==> config.mk <==
export PLATFORM = sky130hd
export DESIGN_NAME = demux_sched
export DESIGN_NICKNAME = d
export VERILOG_FILES = /design/src/rtl/demux_sched_pkg.sv /design/src/rtl/demux_sched_rr_pick.sv /design/src/rtl/demux_sched.sv
export SDC_FILE = /design/constraint.sdc
export NUM_CORES = 1
export LEC_CHECK = 0
export CAP_MARGIN = 20
export CORE_MARGIN = 1.5
export CORE_UTILIZATION = 25
export CTS_CLUSTER_SIZE = 40
export DETAILED_ROUTE_END_ITERATION = 16
export PLACE_DENSITY_LB_ADDON = 0.3
export SYNTH_ARGS = -nofsm -noshare
export SYNTH_HDL_FRONTEND = slang
export SYNTH_SLANG_ARGS = --single-unit
export TNS_END_PERCENT = 50
==> constraint.sdc <==
create_clock -name clk -period 2.5 [get_ports clk]
set_clock_uncertainty 0.05 [all_clocks]
set_input_delay 0.375 -clock clk [delete_from_list [all_inputs] [get_ports clk]]
set_output_delay 0.375 -clock clk [all_outputs]
set_load 0.01 [all_outputs]
==> src/rtl/demux_sched_pkg.sv <==
// Shared types and helpers for the demux_sched 1:N scheduler.
package demux_sched_pkg;

  localparam int unsigned CNT_W = 16;

  typedef enum logic {
    IDLE = 1'b0,
    HOLD = 1'b1
  } state_e;

  // Width of an index into n ports; at least one bit.
  function automatic int unsigned idx_w(input int unsigned n);
    return (n > 1) ? $clog2(n) : 1;
  endfunction

endpackage

==> src/rtl/demux_sched_rr_pick.sv <==
// Round-robin picker: first enabled port strictly after the last one, wrapping.
module rr_pick #(
  parameter int unsigned N  = 4,
  parameter int unsigned IW = 2
) (
  input  logic [N-1:0]  mask_i,
  input  logic [IW-1:0] last_i,
  output logic [IW-1:0] idx_o,
  output logic          any_o
);

  always_comb begin : pick
    logic found;
    int unsigned c;
    idx_o = '0;
    found = 1'b0;
    c     = 0;
    for (int unsigned i = 1; i <= N; i++) begin
      c = (32'(last_i) + i) % N;
      if (!found && mask_i[IW'(c)]) begin
        idx_o = IW'(c);
        found = 1'b1;
      end
    end
    any_o = |mask_i;
  end

endmodule

==> src/rtl/demux_sched.sv <==
// 1:N demux scheduler with a single holding register; round-robin targets, or
// explicit in_dest targets when built with DEMUX_SCHED_DEST_EN.
module demux_sched
  import demux_sched_pkg::*;
#(
  parameter int unsigned N_OUT = 4,
  parameter int unsigned DW    = 8
) (
  input  logic                      clk,
  input  logic                      rst_n,
  input  logic [N_OUT-1:0]          cfg_mask,
  input  logic                      in_valid,
  output logic                      in_ready,
  input  logic [DW-1:0]             in_data,
`ifdef DEMUX_SCHED_DEST_EN
  input  logic [idx_w(N_OUT)-1:0]   in_dest,
`endif
  output logic [N_OUT-1:0]          out_valid,
  input  logic [N_OUT-1:0]          out_ready,
  output logic [DW-1:0]             out_data,
  output logic [CNT_W-1:0]          dispatch_cnt,
  output logic                      err_drop
);

  localparam int unsigned IW = idx_w(N_OUT);

  state_e             state_q, state_d;
  logic [N_OUT-1:0]   valid_q, valid_d;
  logic [DW-1:0]      data_q, data_d;
  logic [CNT_W-1:0]   cnt_q, cnt_d;
  logic               err_q, err_d;

  logic               out_fire_c;
  logic               accept_c;

  assign out_fire_c = |(valid_q & out_ready);
  assign in_ready   = ((state_q == IDLE) || out_fire_c) && (|cfg_mask);
  assign accept_c   = in_valid && in_ready;

`ifdef DEMUX_SCHED_DEST_EN
  logic [N_OUT-1:0]   mask_sh_c;
  logic               dest_ok_c;

  // Out-of-range or masked destinations are swallowed and flagged.
  assign mask_sh_c = cfg_mask >> in_dest;
  assign dest_ok_c = (32'(in_dest) < N_OUT) && mask_sh_c[0];
`else
  logic [IW-1:0]      last_q, last_d;
  logic [IW-1:0]      rr_idx_c;
  logic               rr_any_c;

  rr_pick #(
    .N  (N_OUT),
    .IW (IW)
  ) u_rr_pick (
    .mask_i (cfg_mask),
    .last_i (last_q),
    .idx_o  (rr_idx_c),
    .any_o  (rr_any_c)
  );
`endif

  always_ff @(posedge clk or negedge rst_n) begin
    if (!rst_n) begin
      state_q <= IDLE;
      valid_q <= '0;
      data_q  <= '0;
      cnt_q   <= '0;
      err_q   <= 1'b0;
`ifndef DEMUX_SCHED_DEST_EN
      last_q  <= IW'(N_OUT - 1);
`endif
    end else begin
      state_q <= state_d;
      valid_q <= valid_d;
      data_q  <= data_d;
      cnt_q   <= cnt_d;
      err_q   <= err_d;
`ifndef DEMUX_SCHED_DEST_EN
      last_q  <= last_d;
`endif
    end
  end

  // Accept takes priority over retire so a firing slot can be refilled in the same cycle.
  always_comb begin
    state_d = state_q;
    valid_d = valid_q;
    data_d  = data_q;
    cnt_d   = cnt_q + CNT_W'(out_fire_c);
    err_d   = 1'b0;
`ifdef DEMUX_SCHED_DEST_EN
    if (accept_c && dest_ok_c) begin
      data_d  = in_data;
      valid_d = N_OUT'(1) << in_dest;
      state_d = HOLD;
    end else if (out_fire_c) begin
      valid_d = '0;
      state_d = IDLE;
    end
    err_d = accept_c && !dest_ok_c;
`else
    last_d = last_q;
    if (accept_c && rr_any_c) begin
      data_d  = in_data;
      valid_d = N_OUT'(1) << rr_idx_c;
      last_d  = rr_idx_c;
      state_d = HOLD;
    end else if (out_fire_c) begin
      valid_d = '0;
      state_d = IDLE;
    end
`endif
  end

  assign out_valid    = valid_q;
  assign out_data     = data_q;
  assign dispatch_cnt = cnt_q;
  assign err_drop     = err_q;

endmodule

Yosys cells after proc, flatten, opt, wreduce, memory -nomap -nowiden
Index checks and enable logic that the tools add are counted.
Cells by class
  mux-type cells: 19
  reductions and logical operators: 13
  add/subtract/negate cells: 5
  magnitude comparators: 4
  shift operators: 1
  bitwise gates (word level): 2
Operator list (number)
  16-bit by 1-bit adder with 16-bit output: 1
  2-bit by 3-bit < comparator with 1-bit output, second input constant: 4
  1-bit 2-to-1 mux: 9
  1-bit binary-select mux with 2-bit select: 4
  2-bit 2-to-1 mux: 4
  4-bit 2-to-1 mux: 2
  4-bit OR reduction: 2
  1-bit logical AND: 6
  2-bit by 1-bit adder with 2-bit output, second input constant: 2
  2-bit adder, second input constant: 2
  4-bit bitwise AND: 1
  1-bit by 2-bit << shifter with 4-bit output, first input constant: 1
  1-bit zero test: 3
  2-bit nonzero test: 1
  1-bit logical OR: 1
  1-bit inverter: 1
Storage, ports and cells
  logic and storage cells: 49
  input port bits: 19
  output and inout port bits: 30
  bits in registers: 31

Depth between registers and ports, before layout
Gate-level depths: netlist of run 1.
  depth in word-level cells: 15
  gate-level depth with buffers: 10
  gate-level depth less buffers: 9

Hierarchy
A second synthesis of run 1 with hierarchy kept.
Unflattened totals
  cells, all modules: 119
  area total of the unflattened synthesis: 1431.4 um^2
Modules (own cells, without submodules)
  demux_sched: cells an instance 105, sequential area each 778.2 um^2, area each 1350.0 um^2, times used 1
  rr_pick: cells an instance 14, sequential area each 0.0 um^2, area each 81.3 um^2, times used 1

Worst setup path after synthesis of run 1
No wires, ideal clock.
  path type: reg-to-reg
  start point: reg valid_q[2], in the netlist out_valid[2]
  end point: reg cnt_q[12], in the netlist dispatch_cnt[12]
  cell stages (with the launch flop): 11
  path slack: 576 ps
  arrival: 1794 ps
  library setup time: 80 ps
  data required time: 2370 ps
  buffers on the path: 1
  period minus slack after synthesis: 1924 ps
  cell sequence: dfrtp_1 > a22oi_1 > and2_1 > clkbuf_1 > inv_1 > ha_1 > ha_1 > nand2_1 > nor3_1 > nand4_1 > xnor2_1
On the way
  cells in the longest elaborated chain, start to end: 3
Ends and longest elaborated chain
  from (decl): line demux_sched.sv:28  | logic [N_OUT-1:0] valid_q, valid_d;
  from (signal assigned): line demux_sched.sv:75  | valid_q <= valid_d;
  4-bit bitwise AND: line demux_sched.sv:36  | assign out_fire_c = |(valid_q & out_ready);
  4-bit OR reduction: line demux_sched.sv:36
  16-bit by 1-bit adder with 16-bit output: line demux_sched.sv:90  | cnt_d = cnt_q + CNT_W'(out_fire_c);
  net cnt_d[12]: line demux_sched.sv:30  | logic [CNT_W-1:0] cnt_q, cnt_d;
  to (signal assigned): line demux_sched.sv:77  | cnt_q <= cnt_d;
  to (decl): line demux_sched.sv:30
The timed path passes the listed nets, and every way through them passes these cells.
A chain may end at the register's enable or synchronous reset.

Final worst setup path of run 1
  start point: in cfg_mask[1]
  end point: out in_ready
On the way
  cells in the longest elaborated chain, start to end: 2
Ends and longest elaborated chain
  from (decl): line demux_sched.sv:11  | input logic [N_OUT-1:0] cfg_mask,
  4-bit OR reduction: line demux_sched.sv:37  | assign in_ready = ((state_q == IDLE) || out_fire_c) && (|cfg_mask);
  1-bit logical AND: line demux_sched.sv:37
  to (decl): line demux_sched.sv:13  | output logic in_ready,
Every way passes these cells.

==> reports/metrics.cfg, run 1 <==
[synth]
yosysUniqueCellTypes = 35
ys_seq_elements = 31
netlist_instances = 123
synth_area_sq_um = 1430
yosysTopAreaCell = dfrtp_1
synth_edf_count = 0
ys_top_cells_by_area = dfrtp_1, mux2_4, xnor2_1
avgSynthCellArea_sq_um = 11.6
synth_warnings = 0
ys_seq_area_share_pct = 54.5
syn_nets = 145
synth_ff_type = dfrtp_1
ys_async_sr_fraction_pct = 100
synth_top_area_share_pct = 50.8

[critical_path]
worstSetupEndpointType = output port
worst-setup-path-type = in2out
crit_chain = clkdlybuf4s50_1, nor4_1, a21oi_1, clkdlybuf4s50_1
crit_path_top_delay_cell = clkdlybuf4s50_1
worstPathRequired_ns = 2.08
critical_path_arrival_ns = 1.93
setup.worst_path.start_class = input pin
cp_max_fo = 4
cpPeakStageDelay_ns = 0.51
cp_common_cell = clkdlybuf4s50_1

[placed_design]
gp_congestion = 0.736
dp_hpwl_mm = 2.24
placed_area_sq_um = 2010
io_buffers = 47
place_ws_ns = 0.103

[global_routing]
grt_pass1_wl_mm = 4.76
top_usage_layer = met2
use_met3_pct = 3.49
use_met1_pct = 13.2
grt_pass1_vias = 1026
grt_max_degree = 32
grtUsageTotal_pct = 10.0
antenna_found_initial = 0
grtUsageMet2_pct = 14.5
overflow = 0

[run]
maxCapViolations = 0

[floorplanning]
core_sq_um = 5510
die_w_microns = 78.6
dieArea_sq_um = 6170
ios = 49
rows = 27
die_h_microns = 78.6
start_util_pct = 25.9

[final_layout]
final_common_cell = clkdlybuf4s50_1
layout.nets = 199
mostFrequentLayoutCells = clkdlybuf4s50_1, dfrtp_1, nand2_1
layout-drive-gt1-share_pct = 12.4
fillers = 559
area_delta_synth_final_pct = 46.1
antenna_cells = 0
design_area_sq_um = 2090

[timing]
setup_slack_ns = 0.140
setup_viol = 0
finalMaxSlewViolations = 0
period_share_pct = 94.4
min_period_ns = 2.36
rsz0062_at_grt = false
hold_viol_final = 0
holdWs_ns = 0.415
finalSetupTns_ns = 0
max_freq_ghz = 0.424

[route]
drt_iter0_markers = 54
wl_per_cell_microns = 12.0
route.antenna.remaining_nets = 0
drc = 0
first_pass_iters = 4
vias_per_cell = 4.38
wl_mm = 3.01
via_count = 1096

[power_and_ir_drop]
ir_worst_vdd_mv = 0.386
power_density_nw_per_um2 = 998
p_leak_nw = 0.893
power.total_mw = 2.08

[clocking]
clk_latency_ns = 0.28
post_cts_buffers = 0
clock_sinks = 31
ctsHoldBuffers = 0
cts_root_buf = clkbuf_8
ctsResizeCount = 0
cts_tree = yes
cts_buffer_depth = 2
path_clk_slew_ns = 0.06
htreeDepth = 2
numCtsBuffers = 5

[status]
outcome = finished clean

[worst_hold_path]
hold_class = reg2reg

## path summary, 6_finish.rpt
| kind | endpoint | slack (ns) | cells past startpoint | from |
|---|---|---|---|---|
| worst max-delay path | in_ready | 0.14 | 4 | cfg_mask[1] |
| worst min-delay path | dispatch_cnt[15] | 0.42 | 1 | dispatch_cnt[15] |
| worst max register to register | dispatch_cnt[12] | 0.53 | 9 | out_valid[0] |
| worst min register to register | dispatch_cnt[15] | 0.42 | 1 | dispatch_cnt[15] |
| max in group asynchronous | last_q[1] | 1.62 | 2 | rst_n |
| min in group asynchronous | dispatch_cnt[10] | 0.44 | 2 | rst_n |
## Yosys cell counts, drive strengths merged, types with 3 or more instances
| cell | number |
|---|---|
| o31ai | 4 |
| buf | 3 |
| ha | 3 |
| inv | 4 |
| mux2 | 8 |
| xnor2 | 10 |
| nor2 | 5 |
| xor2 | 4 |
| dfrtp | 29 |
| o21ai | 3 |
| nand2 | 11 |
| nor3 | 3 |
| nand4 | 4 |
| nand3 | 8 |
## layer usage
layer	wire length, microns	up-vias
li1	-	535
met1	1430	523
met2	1370	32
met5	0	-
met4	60	0
met3	161	6
## cells by family (layout without fill, tap and decap cells)
| kind of cell | Yosys count | count (layout) | synth area share, % |
|---|---|---|---|
| and+or+nand+nor | 38 | 38 | 12.9 |
| DFF | 31 | 31 | 54.5 |
| AOI/OAI and AO/OA | 18 | 18 | 8.94 |
| xor gates and xnor gates | 14 | 14 | 8.59 |
| muxes | 9 | 9 | 8.85 |
| buffers and inverters | 9 | 64 | 3.33 |
| adders and majority gates | 3 | 3 | 2.63 |
| other | 1 | 1 | 0.263 |
## layout make-up
class	instances	area, sq um	share of cell area (%)
Inverter	4	15.0	0.720
Sequential cell	31	778	37.3
Clock buffer	8	80.1	3.84
Tap cell	72	90.1	4.32
Timing Repair Buffer	52	520	25.0
Multi-Input combinational cell	83	602	28.9
## report_power, final
group / internal [mW] / leakage (nW) / switching [mW]
registers: 0.679 / 0.388 / 0.153
clock network: 0.197 / 0.0395 / 0.171
logic: 0.534 / 0.466 / 0.346
## worst max-delay path: cells and delay by family
kind,cells,cell delay [ns]
AOI/OAI and AO/OA,1,0.10
buffers and inverters,2,0.96
and+or+nand+nor,1,0.49
## registers in the layout, summed over array words and instances, names as in the netlist
signal	count
out_valid	4
last_q	2
out_data	8
state_q	1
dispatch_cnt	16
## through the flow
step	instances	util [%]
after global routing	250	37.9
after detailed placement	242	36.4
final	250	37.9
after CTS	250	37.9
after floorplan	123	-
after global placement	242	36.4
Power figures use the tool's default switching activity.
==> run 2: changes to the inputs <==
CORE_MARGIN = 4   (was 1.5)
==> reports/metrics.cfg, run 2 (same netlist as run 1, synthesis figures left out) <==
[status]
outcome = finished clean

[global_routing]
grt_max_degree = 32  ; unchanged
grt_pass1_wl_mm = 5.49  ; +15%
overflow = 0  ; unchanged
grtUsageTotal_pct = 9.87  ; -0.15 points
grt_pass1_vias = 1121  ; +9.3%
antenna_found_initial = 0  ; unchanged

[route]
drt_iter0_markers = 59  ; +9.3%
drc = 0  ; unchanged
wl_per_cell_microns = 13.0  ; +7.6%
wl_mm = 3.25  ; +8.0%
vias_per_cell = 4.38  ; about the same
first_pass_iters = 4  ; unchanged
via_count = 1100  ; +0.36%
route.antenna.remaining_nets = 0  ; unchanged

[run]
maxCapViolations = 0  ; unchanged

[final_layout]
antenna_cells = 0  ; unchanged
fillers = 547  ; -2.1%
mostFrequentLayoutCells = clkdlybuf4s50_1, dfrtp_1, nand2_1
layout.nets = 200  ; +0.50%
final_common_cell = clkdlybuf4s50_1
layout-drive-gt1-share_pct = 14.0  ; +1.6 points
largest_reg_flops = 16  ; unchanged
area_delta_synth_final_pct = 47.2

[clocking]
htreeDepth = 2  ; unchanged
clock_sinks = 31  ; unchanged
cts_buffer_depth = 2  ; unchanged
ctsResizeCount = 0  ; unchanged
numCtsBuffers = 5  ; unchanged
clk_latency_ns = 0.27  ; about the same
cts_tree = yes
post_cts_buffers = 0  ; unchanged
ctsHoldBuffers = 0  ; unchanged
cts_root_buf = clkbuf_8
path_clk_slew_ns = 0.06  ; about the same

[critical_path]
worstPathRequired_ns = 2.08  ; about the same
cp_max_fo = 4  ; unchanged
cpPeakStageDelay_ns = 0.51  ; about the same
crit_path_end = in_ready
critPathLaunch = cfg_mask[1]
path_depth = 4  ; unchanged
worstSetupEndpointType = output port
r2r_start = out_valid[2]
critPathTopFamily = buffers and inverters
r2r_cells = 9  ; unchanged
setup.worst_path.start_class = input pin
cp_common_cell = clkdlybuf4s50_1
worst-setup-path-type = in2out
path_buf_inv = 2  ; unchanged
reg2reg_slack_ns = 0.53  ; about the same
critical_path_arrival_ns = 1.90  ; -0.03 ns
crit_path_top_delay_cell = clkdlybuf4s50_1
rr_endpoint = dispatch_cnt[12]
crit_chain = clkdlybuf4s50_1, nor4_1, a21oi_1, clkdlybuf4s50_1

[worst_hold_path]
hp-start = dispatch_cnt[15]
hold_class = reg2reg

[floorplanning]
die_w_microns = 83.6  ; +6.4%
core_sq_um = 5510  ; unchanged
dieArea_sq_um = 6980  ; +13%
ios = 49  ; unchanged
start_util_pct = 25.9  ; unchanged
rows = 27  ; unchanged
die_h_microns = 83.6  ; +6.4%

[power_and_ir_drop]
power.total_mw = 2.14  ; +3.0%
power_density_nw_per_um2 = 1020  ; +2.2%
p_leak_nw = 0.904  ; +1.2%
ir_worst_vdd_mv = 0.426  ; +10%

[placed_design]
dp_hpwl_mm = 2.49  ; +12%
io_buffers = 47  ; unchanged
gp_congestion = 0.749  ; +1.7%

[timing]
hold_viol_final = 0  ; unchanged
rsz0062_at_grt = false
max_freq_ghz = 0.430  ; +1.4%
finalSetupTns_ns = 0  ; unchanged
finalMaxSlewViolations = 0  ; unchanged
setup_viol = 0  ; unchanged
period_share_pct = 93.1  ; -1.3 points
min_period_ns = 2.33  ; -0.0322 ns

## run 2: cell count changes in the layout (fill, tap and decap cells not counted), sizes merged
| cell | change |
|---|---|
| buf | +1 |
## run 2: layout make-up
cell class / count / area (sq um) / share of cell area, %
Clock buffer: 8 / 100 / 4.76
Inverter: 4 / 15.0 / 0.715
Multi-Input combinational cell: 83 / 602 / 28.6
Sequential cell: 31 / 778 / 37.0
Tap cell: 72 / 90.1 / 4.29
Timing Repair Buffer: 53 / 515 / 24.5
## run 2: report_power, final
part           leakage [nW]  switching (mW)  internal, mW
combinational         0.465           0.358         0.528
sequential            0.388           0.152         0.679
clock                0.0515           0.174         0.251
total                 0.904           0.684          1.46
## run 2: worst reg2reg max path, delay by kind of cell (launching register included)
family	cells	cell delay (ns)
fa+ha+maj	2	0.37
compound gates	1	0.12
buf+inv	1	0.10
simple gates	4	0.71
flops	1	0.38
xor+xnor	1	0.14
## run 2: metal layers
metal  vias to the layer above  part of all wire [%]  GRT usage, %
met4                         0                   1.6          4.82
met2                        36                    47          15.5
met3                         5                   4.9          3.06
met5                         -                     0             0
met1                       522                    47          12.3
li1                        537                     -             -
## run 2: worst min path at each step
stage                       end  slack [ns]  cells past startpoint
2_1_floorplan   dispatch_cnt[0]        0.03                      0
3_3_place_gp   dispatch_cnt[15]        0.41                      1
3_5_place_dp   dispatch_cnt[15]        0.42                      1
4_1_cts        dispatch_cnt[15]        0.43                      1
5_1_grt             out_data[0]        0.46                      1
6_report       dispatch_cnt[15]        0.42                      1
## run 2: per-stage QoR
| step | instances | area [sq um] | util [%] | setup WS [ns] | hold WS, ns |
|---|---|---|---|---|---|
| floorplan | 123 | 1430 | - | 0.576 | 0.0294 |
| global placement | 243 | 2000 | 36.3 | 0.165 | 0.414 |
| detailed placement | 243 | 2000 | 36.3 | 0.0894 | 0.419 |
| CTS | 251 | 2100 | 38.2 | 0.156 | 0.427 |
| global route | 251 | 2100 | 38.2 | 0.0371 | 0.463 |
| finish | 251 | 2100 | 38.2 | 0.172 | 0.420 |
==> run 3: changes to the inputs <==
CTS_CLUSTER_SIZE = default   (was 40)
GPL_TIMING_DRIVEN = 0   (was default)
==> reports/metrics.cfg, run 3 (same netlist as run 1, synthesis figures left out) <==
[final_layout]
antenna_cells = 0  ; unchanged
fin_cells = 249  ; -0.80%
fin_util_pct = 38.1  ; -0.068 points
layout.nets = 198  ; -1.0%
mostFrequentLayoutCells = clkdlybuf4s50_1, dfrtp_1, nand2_1
final_common_cell = clkdlybuf4s50_1
layout-drive-gt1-share_pct = 14.1  ; +0.16 points
largest_reg_flops = 16  ; unchanged
area_delta_synth_final_pct = 46.9

[power_and_ir_drop]
clockPowerShare_pct = 23.0  ; +3.1 points
ir_worst_vdd_mv = 0.417  ; -2.1%
pwr-share-comb_pct = 40.1  ; -1.2 points
p_leak_nw = 0.906  ; +0.15%
power.internal_mw = 1.52  ; +4.0%
seq_power_share_pct = 36.8  ; -2.0 points
power.total_mw = 2.21  ; +3.0%
power.switching_uw = 691  ; +0.91%
swShare_pct = 31.3  ; -0.65 points
power_density_nw_per_um2 = 1050  ; +3.2%

[floorplanning]
die_w_microns = 83.6  ; unchanged
rows = 27  ; unchanged
die_h_microns = 83.6  ; unchanged
dieArea_sq_um = 6980  ; unchanged
ios = 49  ; unchanged
start_util_pct = 25.9  ; unchanged
core_sq_um = 5510  ; unchanged

[clocking]
ctsHoldBuffers = 0  ; unchanged
htreeDepth = 2  ; unchanged
cts_root_buf = clkbuf_8
clk_latency_ns = 0.28  ; about the same
clock_sinks = 31  ; unchanged
post_cts_buffers = 0  ; unchanged
numCtsBuffers = 5  ; unchanged
ctsResizeCount = 0  ; unchanged
cts_buffer_depth = 2  ; unchanged
path_clk_slew_ns = 0.07  ; about the same
cts_tree = yes

[route]
via_count = 1075  ; -2.3%
wl_per_cell_microns = 12.8  ; -1.2%
wl_mm = 3.19  ; -2.0%
route.antenna.remaining_nets = 0  ; unchanged
drc = 0  ; unchanged
drt_iter0_markers = 41  ; -31%
first_pass_iters = 5  ; +1
vias_per_cell = 4.32  ; -1.5%

[global_routing]
grt_max_degree = 32  ; unchanged
antenna_found_initial = 0  ; unchanged
overflow = 0  ; unchanged
grt_pass1_wl_mm = 5.50  ; +0.26%
grtUsageTotal_pct = 9.80  ; -0.076 points
grt_pass1_vias = 1116  ; -0.45%

[critical_path]
cp_max_fo = 7  ; +3
worst-setup-path-type = in2out
r2r_cells = 9  ; unchanged
reg2reg_slack_ns = 0.36  ; -0.17 ns
worstSetupEndpointType = output port
critical_path_arrival_ns = 1.96  ; +0.06 ns
r2r_start = out_valid[0]
setup.worst_path.start_class = input pin
worstPathRequired_ns = 2.08  ; about the same
rr_endpoint = dispatch_cnt[12]

[run]
maxCapViolations = 0  ; unchanged

[timing]
min_period_ns = 2.39  ; +0.0611 ns
finalMaxSlewViolations = 0  ; unchanged
finalSetupTns_ns = 0  ; unchanged
setup_viol = 0  ; unchanged
hold_viol_final = 0  ; unchanged
relSlewSlack_pct = 53.7
rsz0062_at_grt = false
max_slew.worst_pin.slew_ns = 0.694
period_share_pct = 95.5  ; +2.4 points
max_freq_ghz = 0.419  ; -2.6%

[placed_design]
dpl.cell_count = 242  ; -0.41%
dp_hpwl_mm = 2.37  ; -4.9%
gp_congestion = 0.692  ; -7.5%
io_buffers = 47  ; unchanged

[status]
outcome = finished clean

[worst_hold_path]
hold_class = in2async

-- run 3: changes by cell type in the layout (fill, tap and decap cells not counted) --
cell and change:
bufinv_16 +1, clkbuf_1 -1, clkbuf_8 -1, buf_6 +1, clkdlybuf4s50_1 -1, buf_2 +2, clkbuf_2 +1, clkinv_2 +1
buf_4 -5
-- run 3: layout make-up --
type,count,area [sq um]
clock buffers,6,82.6
plain buffers,4,28.8
inverters,4,15.0
multi-input cells,83,602
clock inverters,2,35.0
fillers,547,3410
well taps,72,90.1
repair buffers,47,465
flip-flops and latches,31,778
-- run 3: power by group through the flow --
| stage | sequential (mW) | clock (mW) | combinational, mW |
|---|---|---|---|
| after floorplan | 0.862 | 0 | 0.412 |
| after global placement | 0.819 | 0 | 0.889 |
| after detailed placement | 0.821 | 0 | 0.903 |
| after CTS | 0.818 | 0.524 | 0.902 |
| after global routing | 0.843 | 0.544 | 0.969 |
| final | 0.813 | 0.508 | 0.886 |
-- run 3: critical path, cell delays in order --
cell	delay, ns
clkdlybuf4s50_1	0.40
a22oi_1	0.24
and2_1	0.33
a21oi_1	0.11
clkdlybuf4s50_1	0.50
-- run 3: metrics by stage --
step                      setup WS [ns]  hold slack [ns]  cell area, sq um
final                             0.111           0.0868              2100
after global routing            0.00310            0.151              2100
after CTS                        0.0964            0.115              2100
after detailed placement         -0.186            0.420              1980
after global placement           -0.189            0.421              1990
after floorplan                   0.576           0.0294              1430
-- run 3: metal layers --
layer	global-route usage [%]	wire, microns
met5	0	0
met4	4.39	61
met3	3.46	158
met2	15.8	1560
met1	11.7	1400
-- run 3: how the worst max path moves through the flow --
| stage | startpoint | endpoint | slack [ns] | cells past startpoint |
|---|---|---|---|---|
| floorplan | out_valid[2] | dispatch_cnt[12] | 0.58 | 10 |
| CTS | out_ready[0] | in_ready | 0.1 | 5 |
| global route | out_ready[0] | in_ready | 0.003 | 5 |
| detailed placement | out_ready[2] | dispatch_cnt[12] | -0.19 | 11 |
| finish | out_ready[0] | in_ready | 0.11 | 5 |
| global placement | out_ready[0] | dispatch_cnt[12] | -0.19 | 11 |
